## config.mk

```make
export PLATFORM = sky130hd
export DESIGN_NAME = picosoc_mem_arbiter_flat
export DESIGN_NICKNAME = d
export VERILOG_FILES = /design/src/rtl/picosoc_arb_pkg.sv /design/src/rtl/picosoc_mem_arbiter_if.sv /design/src/rtl/picosoc_rr_pick.sv /design/src/rtl/picosoc_mem_arbiter.sv /design/src/flat_wrapper.sv
export SDC_FILE = /design/constraint.sdc
export NUM_CORES = 1
export LEC_CHECK = 0
export BUFFER_PORTS_ARGS = -buffer_cell sky130_fd_sc_hd__buf_2
export CORE_AREA = 10 10 115 117
export CTS_CLUSTER_SIZE = 30
export DETAILED_ROUTE_END_ITERATION = 16
export DIE_AREA = 0 0 125 127
export PLACE_DENSITY = 0.61
export SETUP_SLACK_MARGIN = 0.1
export SYNTH_ARGS = -nofsm -noshare
export SYNTH_HDL_FRONTEND = slang
export SYNTH_SLANG_ARGS = --single-unit
```

## constraint.sdc

```tcl
create_clock -name clk -period 1.8 [get_ports clk]
set_input_delay 0.09 -clock clk [delete_from_list [all_inputs] [get_ports clk]]
set_output_delay 0.09 -clock clk [all_outputs]
set_load 0.05 [all_outputs]
```

## src/rtl/picosoc_arb_pkg.sv

```systemverilog
// Shared types and constants for the two-master picorv32 memory-bus arbiter.
// Used by picosoc_mem_arbiter and picosoc_rr_pick.
package picosoc_arb_pkg;

  typedef enum logic [1:0] {
    StIdle = 2'd0,
    StG0   = 2'd1,
    StG1   = 2'd2
  } arb_state_e;

  localparam logic [31:0] ARB_ERR_DATA = 32'hDEAD_BEEF;

  localparam logic [1:0] GRANT_NONE = 2'b00;
  localparam logic [1:0] GRANT_M0   = 2'b01;
  localparam logic [1:0] GRANT_M1   = 2'b10;

endpackage

```

## src/rtl/picosoc_mem_arbiter_if.sv

```systemverilog
// picorv32-native memory bus (valid/ready handshake) with requester and responder views.
interface picosoc_mem_arbiter_if;
  logic        valid;
  logic        instr;
  logic [31:0] addr;
  logic [31:0] wdata;
  logic [3:0]  wstrb;
  logic        ready;
  logic [31:0] rdata;

  modport master (
    output valid, instr, addr, wdata, wstrb,
    input  ready, rdata
  );

  modport slave (
    input  valid, instr, addr, wdata, wstrb,
    output ready, rdata
  );
endinterface

```

## src/rtl/picosoc_rr_pick.sv

```systemverilog
// Combinational 2-way round-robin picker: on a tie, the requester that was not last served wins.
module picosoc_rr_pick
  import picosoc_arb_pkg::*;
(
  input  logic [1:0] req,
  input  logic       last,
  output logic [1:0] pick
);

  always_comb begin
    pick = GRANT_NONE;
    case (req)
      2'b01:   pick = GRANT_M0;
      2'b10:   pick = GRANT_M1;
      2'b11:   pick = last ? GRANT_M0 : GRANT_M1;
      default: pick = GRANT_NONE;
    endcase
  end

endmodule

```

## src/rtl/picosoc_mem_arbiter.sv

```systemverilog
// Round-robin arbiter sharing one picorv32 memory bus between two masters, grant locked per transfer.
// Optional slave-response watchdog enabled by defining ARB_TIMEOUT_EN.
module picosoc_mem_arbiter
  import picosoc_arb_pkg::*;
#(
  parameter int unsigned TIMEOUT_CYCLES = 255,
  parameter int unsigned RESET_PRIO     = 0
) (
  input  logic                    clk,
  input  logic                    resetn,
  picosoc_mem_arbiter_if.slave    m0,
  picosoc_mem_arbiter_if.slave    m1,
  picosoc_mem_arbiter_if.master   s,
  output logic [1:0]              grant,
  output logic                    err
);

  arb_state_e state_q, state_d;
  logic       last_q, last_d;
  logic [1:0] pick;
  logic       own_valid;
  logic       timeout;
  logic       done;

  picosoc_rr_pick u_pick (
    .req  ({m1.valid, m0.valid}),
    .last (last_q),
    .pick (pick)
  );

  assign own_valid = (state_q == StG0) ? m0.valid :
                     (state_q == StG1) ? m1.valid : 1'b0;

  // A real slave response wins over a watchdog expiry in the same cycle.
  assign done = own_valid && (s.ready || timeout);

`ifdef ARB_TIMEOUT_EN
  localparam logic [15:0] TimeoutLimit = 16'(TIMEOUT_CYCLES);

  logic [15:0] cnt_q;
  logic        err_q;

  assign timeout = own_valid && !s.ready && (cnt_q == TimeoutLimit);

  // Every grant is entered from idle, so clearing in idle clears on entry.
  always_ff @(posedge clk or negedge resetn) begin
    if (!resetn) begin
      cnt_q <= '0;
      err_q <= 1'b0;
    end else begin
      cnt_q <= (state_q == StIdle) ? '0 : cnt_q + 16'd1;
      if (timeout) err_q <= 1'b1;
    end
  end

  assign err = err_q;
`else
  assign timeout = 1'b0;
  assign err     = 1'b0;
`endif

  assign m0.rdata = timeout ? ARB_ERR_DATA : s.rdata;
  assign m1.rdata = timeout ? ARB_ERR_DATA : s.rdata;

  always_comb begin
    state_d  = state_q;
    last_d   = last_q;
    grant    = GRANT_NONE;
    s.valid  = 1'b0;
    s.instr  = 1'b0;
    s.addr   = '0;
    s.wdata  = '0;
    s.wstrb  = '0;
    m0.ready = 1'b0;
    m1.ready = 1'b0;
    unique case (state_q)
      StIdle: begin
        if (pick == GRANT_M0)      state_d = StG0;
        else if (pick == GRANT_M1) state_d = StG1;
      end
      StG0: begin
        grant    = GRANT_M0;
        s.valid  = m0.valid;
        s.instr  = m0.instr;
        s.addr   = m0.addr;
        s.wdata  = m0.wdata;
        s.wstrb  = m0.wstrb;
        m0.ready = done;
        if (!m0.valid) begin
          state_d = StIdle;
        end else if (done) begin
          state_d = StIdle;
          last_d  = 1'b0;
        end
      end
      StG1: begin
        grant    = GRANT_M1;
        s.valid  = m1.valid;
        s.instr  = m1.instr;
        s.addr   = m1.addr;
        s.wdata  = m1.wdata;
        s.wstrb  = m1.wstrb;
        m1.ready = done;
        if (!m1.valid) begin
          state_d = StIdle;
        end else if (done) begin
          state_d = StIdle;
          last_d  = 1'b1;
        end
      end
      default: state_d = StIdle;
    endcase
  end

  always_ff @(posedge clk or negedge resetn) begin
    if (!resetn) begin
      state_q <= StIdle;
      last_q  <= RESET_PRIO[0];
    end else begin
      state_q <= state_d;
      last_q  <= last_d;
    end
  end

endmodule
```

## src/flat_wrapper.sv

```systemverilog
// flat-port wrapper written by rule: the top's interface ports become plain ports
module picosoc_mem_arbiter_flat import picosoc_arb_pkg::*;
#(
  parameter int unsigned TIMEOUT_CYCLES = 255,
  parameter int unsigned RESET_PRIO     = 0
)
  (clk, resetn, grant, err, m0_valid, m0_instr, m0_addr, m0_wdata, m0_wstrb, m0_ready, m0_rdata, m1_valid, m1_instr, m1_addr, m1_wdata, m1_wstrb, m1_ready, m1_rdata, s_valid, s_instr, s_addr, s_wdata, s_wstrb, s_ready, s_rdata);
  picosoc_mem_arbiter_if m0_i ();
  picosoc_mem_arbiter_if m1_i ();
  picosoc_mem_arbiter_if s_i ();
  input  logic clk;
  input  logic resetn;
  output logic [1:0] grant;
  output logic err;
  input wire logic [$bits(m0_i.valid)-1:0] m0_valid;
  input wire logic [$bits(m0_i.instr)-1:0] m0_instr;
  input wire logic [$bits(m0_i.addr)-1:0] m0_addr;
  input wire logic [$bits(m0_i.wdata)-1:0] m0_wdata;
  input wire logic [$bits(m0_i.wstrb)-1:0] m0_wstrb;
  output wire logic [$bits(m0_i.ready)-1:0] m0_ready;
  output wire logic [$bits(m0_i.rdata)-1:0] m0_rdata;
  input wire logic [$bits(m1_i.valid)-1:0] m1_valid;
  input wire logic [$bits(m1_i.instr)-1:0] m1_instr;
  input wire logic [$bits(m1_i.addr)-1:0] m1_addr;
  input wire logic [$bits(m1_i.wdata)-1:0] m1_wdata;
  input wire logic [$bits(m1_i.wstrb)-1:0] m1_wstrb;
  output wire logic [$bits(m1_i.ready)-1:0] m1_ready;
  output wire logic [$bits(m1_i.rdata)-1:0] m1_rdata;
  output wire logic [$bits(s_i.valid)-1:0] s_valid;
  output wire logic [$bits(s_i.instr)-1:0] s_instr;
  output wire logic [$bits(s_i.addr)-1:0] s_addr;
  output wire logic [$bits(s_i.wdata)-1:0] s_wdata;
  output wire logic [$bits(s_i.wstrb)-1:0] s_wstrb;
  input wire logic [$bits(s_i.ready)-1:0] s_ready;
  input wire logic [$bits(s_i.rdata)-1:0] s_rdata;
  assign m0_i.valid = m0_valid;
  assign m0_i.instr = m0_instr;
  assign m0_i.addr = m0_addr;
  assign m0_i.wdata = m0_wdata;
  assign m0_i.wstrb = m0_wstrb;
  assign m0_ready = m0_i.ready;
  assign m0_rdata = m0_i.rdata;
  assign m1_i.valid = m1_valid;
  assign m1_i.instr = m1_instr;
  assign m1_i.addr = m1_addr;
  assign m1_i.wdata = m1_wdata;
  assign m1_i.wstrb = m1_wstrb;
  assign m1_ready = m1_i.ready;
  assign m1_rdata = m1_i.rdata;
  assign s_valid = s_i.valid;
  assign s_instr = s_i.instr;
  assign s_addr = s_i.addr;
  assign s_wdata = s_i.wdata;
  assign s_wstrb = s_i.wstrb;
  assign s_i.ready = s_ready;
  assign s_i.rdata = s_rdata;
  picosoc_mem_arbiter #(.TIMEOUT_CYCLES(TIMEOUT_CYCLES), .RESET_PRIO(RESET_PRIO)) u_core (.clk(clk), .resetn(resetn), .m0(m0_i), .m1(m1_i), .s(s_i), .grant(grant), .err(err));
endmodule
```

======== Word level (Yosys, flattened, before mapping) ========
Index checks and enable logic that the tools add are counted.
storage, ports and cells
  flip-flop bits (word level) ............. 3
  input port bits ......................... 175
  output and inout bits ................... 139
operators by class
  equality and inequality tests ........... 12
  multiplexer cells ....................... 23
  reductions and logical operators ........ 4
operators with widths
  cell                                                 count
  one-hot mux 32 bit (2 select lines)                  2
  2-to-1 mux 2 bit                                     6
  one-hot mux 2 bit (3 select lines)                   2
  equality test 2 bit, second input constant           4
  2-to-1 mux 1 bit                                     8
  one-hot mux 4 bit (2 select lines)                   1
  equality test 2 x 1 -> 1 bit, second input constant  3
  one-hot mux 1 bit (2 select lines)                   3
  AND reduction 5 bit                                  1
  != test 2 x 1 -> 1 bit, second input constant        2
  != test 2 bit, second input constant                 2
  one-hot mux 2 bit (2 select lines)                   1
  != test 3 x 1 -> 1 bit, second input constant        1
  logical NOT 2 bit                                    1
  nonzero test 2 bit                                   1
  logical AND 1 bit                                    1

======== Longest topological paths before layout ========
  depth in word-level cells ............... 7
  gate-level depth with buffers ........... 6

======== Cells and area by module ========
Synthesis repeated with hierarchy kept, for this count alone.
second synthesis, totals
  cells, all modules ...................... 263
  area, all modules ....................... 1863.0 um^2
by module, submodules not included
  module               times used  cells an instance  area each (um^2)  seq. area each (um^2)
  picosoc_mem_arbiter  1           260                1844.3            75.1
  picosoc_rr_pick      1           3                  18.8              0.0

======== Least setup slack after synthesis ========
OpenSTA, ideal clock, no wires.
  path type ............................... flip-flop to output port
  start ................................... reg u_core.state_q[1]
  end ..................................... out s_valid
  data arrival time ....................... 2.612 ns
  data required time ...................... 1.710 ns
  slack ................................... -0.902 ns
  stages on the path, launching flop included .. 7
  path buffers ............................ 2
  cells stage by stage .................... dfrtp_1 > inv_1 > ha_1 > buf_2 > buf_2 > nand2_1 > a21boi_0
between the ends
  cells in the longest elaborated chain, start to end .. 2
  elaborated cells on any way between the ends .. 3
  classes of those cells .................. eq/ne: 2; mux: 1
RTL lines
  element                                                              RTL line                    text
  start, declared                                                      picosoc_mem_arbiter.sv:18   arb_state_e state_q, state_d;
  start signal, assigned                                               picosoc_mem_arbiter.sv:117  state_q <= StIdle;
  start signal, assigned                                               picosoc_mem_arbiter.sv:120  state_q <= state_d;
  equality test 2 bit or equality test 2 x 1 -> 1 bit (tied branches)  picosoc_mem_arbiter.sv:76   unique case (state_q)
  one-hot mux 1 bit (2 select lines) *                                 picosoc_mem_arbiter.sv:76
  end, declared                                                        flat_wrapper.sv:29          output wire logic [$bits(s_i.valid)-1:0] s_valid;
Every way passes the cells marked *; elsewhere a longest branch is shown, timed or not.

======== Final worst setup path ========
  start ................................... reg u_core.state_q[1]
  end ..................................... out s_addr[11]
between the ends
  cells in the longest elaborated chain, start to end .. 2
  elaborated cells on any way between the ends .. 3
  classes of those cells .................. eq/ne: 2; mux: 1
RTL lines
  element                                                              RTL line                   text
  equality test 2 bit or equality test 2 x 1 -> 1 bit (tied branches)  picosoc_mem_arbiter.sv:76
  one-hot mux 32 bit (2 select lines) *                                picosoc_mem_arbiter.sv:76
  end, declared                                                        flat_wrapper.sv:31         output wire logic [$bits(s_i.addr)-1:0] s_addr;
Marks and branches as above.

==> impl_results.md <==
- Port Buf Inserts: 216
- PD cells: 2060 nW/um2
- Met2 Use GR: 24.6%
- Fin. max-slew vios: 0
- Fmax: 570 MHz
- GRT Total Usage: 13.0%
- DR vias/cell: 4.58
- Startpoint type of the worst setup path: register
- YS warnings: 0
- Reg clk slew, reported paths: 0.03 ns
- Num CTS Buffers: 3
- Largest net degree at the start of global routing: 31
- Worst-skew pair later-pin latency: 0.22 ns
- Placer Congestion: 0.860
- CTS max path bufs: 2
- Max IR drop VDD: 1.13 mV
- Post-layout utilization of the core: 43.8%
- CTS tree: done
- DRT Pass-1 Iters: 4
- Post-DP HPWL: 7880 um
- #FFs+latches synth: 3
- Routed Antenna Nets: 0
- Largest area contributor in the netlist: a22oi_1
- Initial antenna violation count: 0
- Crit Path Max Fanout: 7
- Share of cells above drive strength 1: 94.2%
- Final period utilization: 97.5%
- Met1 usage in global routing: 13.4%
- Max Cap Viol: 0
- Top Usage Layer GRT: met2
- Post-synth EDFFs: 0
- Mapped cell area: 1860 um2
- Core Region: 11100 um2
- Hold Slack: 0.180 ns
- Nets: 609
- Via count: 2616
- Fin Setup TNS: 0 ns
- Static leakage: 0.00204 uW
- Clk sinks: 3
- Clock Tree Root: clkbuf_16
- GRT met3 Usage: 3.56%
- Die ar.: 15900 um2
- Synth cell count leaders: a22oi_1, nor2b_1, buf_4, buf_2, clkbuf_1
- Seq/Total Area, Yosys: 4.03%
- Io pins: 314
- Ys flop type: dfrtp_1
- Vias in the first global route: 3051
- WL final: 12100 um
- Setup Viol. Count Final: 0
- Rows: 39
- RSZ-0062 raised after global routing: yes
- Starting Density: 16.8%
- Final min period: 1.76 ns
- CP required: 1.71 ns
- Synth top area share: 27.8%
- Die W: 125 um
- Outcome: finished clean
- DR iter-0 viols: 84
- Mapped Cells: 263
- Mapped Nets: 443
- Setup CP Type: register to output pin
- Global-route wire length before repair: 17200 um
- Synth unique cells: 25
- # diodes: 0
- Wire length per cell: 21.2 um
- Async SR Flop Fraction: 100%
- Syn-to-layout area delta: 161%
- Mean Syn Cell Area: 7.09 um2
- Area contributors post-synth: a22oi_1, buf_4, nor2b_1
- Clock skew: 0.00142 ns
- Hold WC Path Type: primary input to output pin
- DRC violations left: 0
- Die height: 127 um
- H-tree depth: 1
- Hold Violations, Final: 0
- CP Capture Type: output pin
- Grt total ovfl: 0
- Worst path arrival time: 1.67 ns
[final timing paths]
| check | from | endpoint | slack [ns] | depth (start not counted) |
|---|---|---|---|---|
| setup / recovery | u_core.state_q[1] | s_addr[11] | 0.04 | 7 |
| hold / removal | s_rdata[18] | m0_rdata[18] | 0.18 | 0 |
| setup reg to reg | u_core.state_q[0] | u_core.state_q[0] | 0.12 | 7 |
| hold reg to reg | u_core.last_q | u_core.last_q | 0.60 | 2 |
| max in group asynchronous | resetn | u_core.state_q[0] | 1.43 | 2 |
| min in group asynchronous | resetn | u_core.state_q[1] | 0.24 | 2 |
[stage by stage]
stage / worst slack (ns) / cells / power (uW) / instance area (um2)
after floorplan: 0.0683 / 263 / 5660 / 2410
after global placement: 0.150 / 540 / 6480 / 3190
after detailed placement: 0.110 / 540 / 6570 / 3190
after CTS: 0.0402 / 566 / 9280 / 4470
after global routing: -0.0175 / 571 / 10500 / 4870
final: 0.0446 / 571 / 10000 / 4870
[worst max-delay path, stage by stage (launching register included)]
cell and delay [ns]:
dfrtp_2 0.41, inv_2 0.08, ha_4 0.20, buf_12 0.15, buf_16 0.14, a22oi_2 0.22, nor2b_4 0.07, buf_6 0.15
[per-layer routing]
| layer | vias up | part of all wire, % |
|---|---|---|
| met4 | 0 | 3.1 |
| met3 | 46 | 6.3 |
| met2 | 128 | 55 |
| li1 | 1195 | - |
| met1 | 1247 | 35 |
| met5 | - | 0 |
[timing repair]
| item | 4_1_cts | 5_1_grt |
|---|---|---|
| pin swaps | 2 | 24 |
| endpoints found under the setup margin | 71 | 74 |
| gates cloned | 8 | 5 |
| hold buffers | 1 | 0 |
| endpoints found under the hold margin | 3 | 0 |
| setup buffers | 13 | 0 |
| resized for setup | 226 | 72 |
[cell type report]
cell class              count  area, um2
clock buffers               4       78.8
fillers                  1034       6260
inverters                   4       17.5
multi-input cells         167       2100
flip-flops and latches      3       77.6
well taps                 143        179
repair buffers            250       2410
[sequential cells by signal, indices dropped and copies added, names as in the netlist]
signal and flops:
u_core.last_q 1, u_core.state_q 2
[logic make-up (layout without fill, tap and decap cells)]
logic type / after synthesis / in the layout / synth area share [%]
flops: 3 / 3 / 4.03
compound gates: 79 / 79 / 30.9
simple gates: 82 / 82 / 28.1
buf+inv: 93 / 258 / 33.4
fa+ha+maj: 5 / 5 / 3.36
other cells: 1 / 1 / 0.201
[power by group]
group | leakage, uW | internal [uW] | switching (uW) | total, uW
Sequential | 0.0000355 | 103 | 52.4 | 156
Clock | 0.0000382 | 293 | 65.5 | 358
Combinational | 0.00197 | 4780 | 4740 | 9520
Total | 0.00204 | 5180 | 4850 | 10000
[cell usage in the layout, fill, tap and decap left out]
| cell type | synthesis | final |
|---|---|---|
| buf_2 | 15 | 144 |
| a22oi_2 | 0 | 68 |
| nor2b_4 | 0 | 67 |
| buf_8 | 0 | 65 |
| buf_12 | 0 | 10 |
| buf_6 | 1 | 9 |
| clkbuf_16 | 0 | 8 |
| buf_16 | 0 | 8 |
| buf_4 | 66 | 8 |
| nand2_1 | 5 | 4 |
| ha_4 | 0 | 3 |
| nor2b_2 | 0 | 2 |
| and3b_1 | 2 | 2 |
| inv_1 | 4 | 2 |
| o21ai_0 | 2 | 2 |
| o21ai_1 | 2 | 2 |
| ha_1 | 5 | 2 |
| dfrtp_2 | 0 | 2 |
| a22oi_1 | 69 | 1 |
| inv_4 | 0 | 1 |
| inv_2 | 0 | 1 |
| nand2_4 | 0 | 1 |
| a21boi_4 | 0 | 1 |
| nand2b_4 | 0 | 1 |
| a21oi_4 | 0 | 1 |
| and3_4 | 0 | 1 |
| and4b_1 | 1 | 1 |
| nor3b_2 | 1 | 1 |
| nor4_4 | 0 | 1 |
| o2111ai_1 | 1 | 1 |
| o22ai_1 | 1 | 1 |
| a31oi_1 | 1 | 1 |
| a21oi_1 | 2 | 1 |
| nand4_1 | 1 | 1 |
| conb_1 | 1 | 1 |
| clkbuf_1 | 7 | 1 |
| dlygate4sd3_1 | 0 | 1 |
| dfrtp_1 | 3 | 1 |
(Power assumes the default switching activity.)
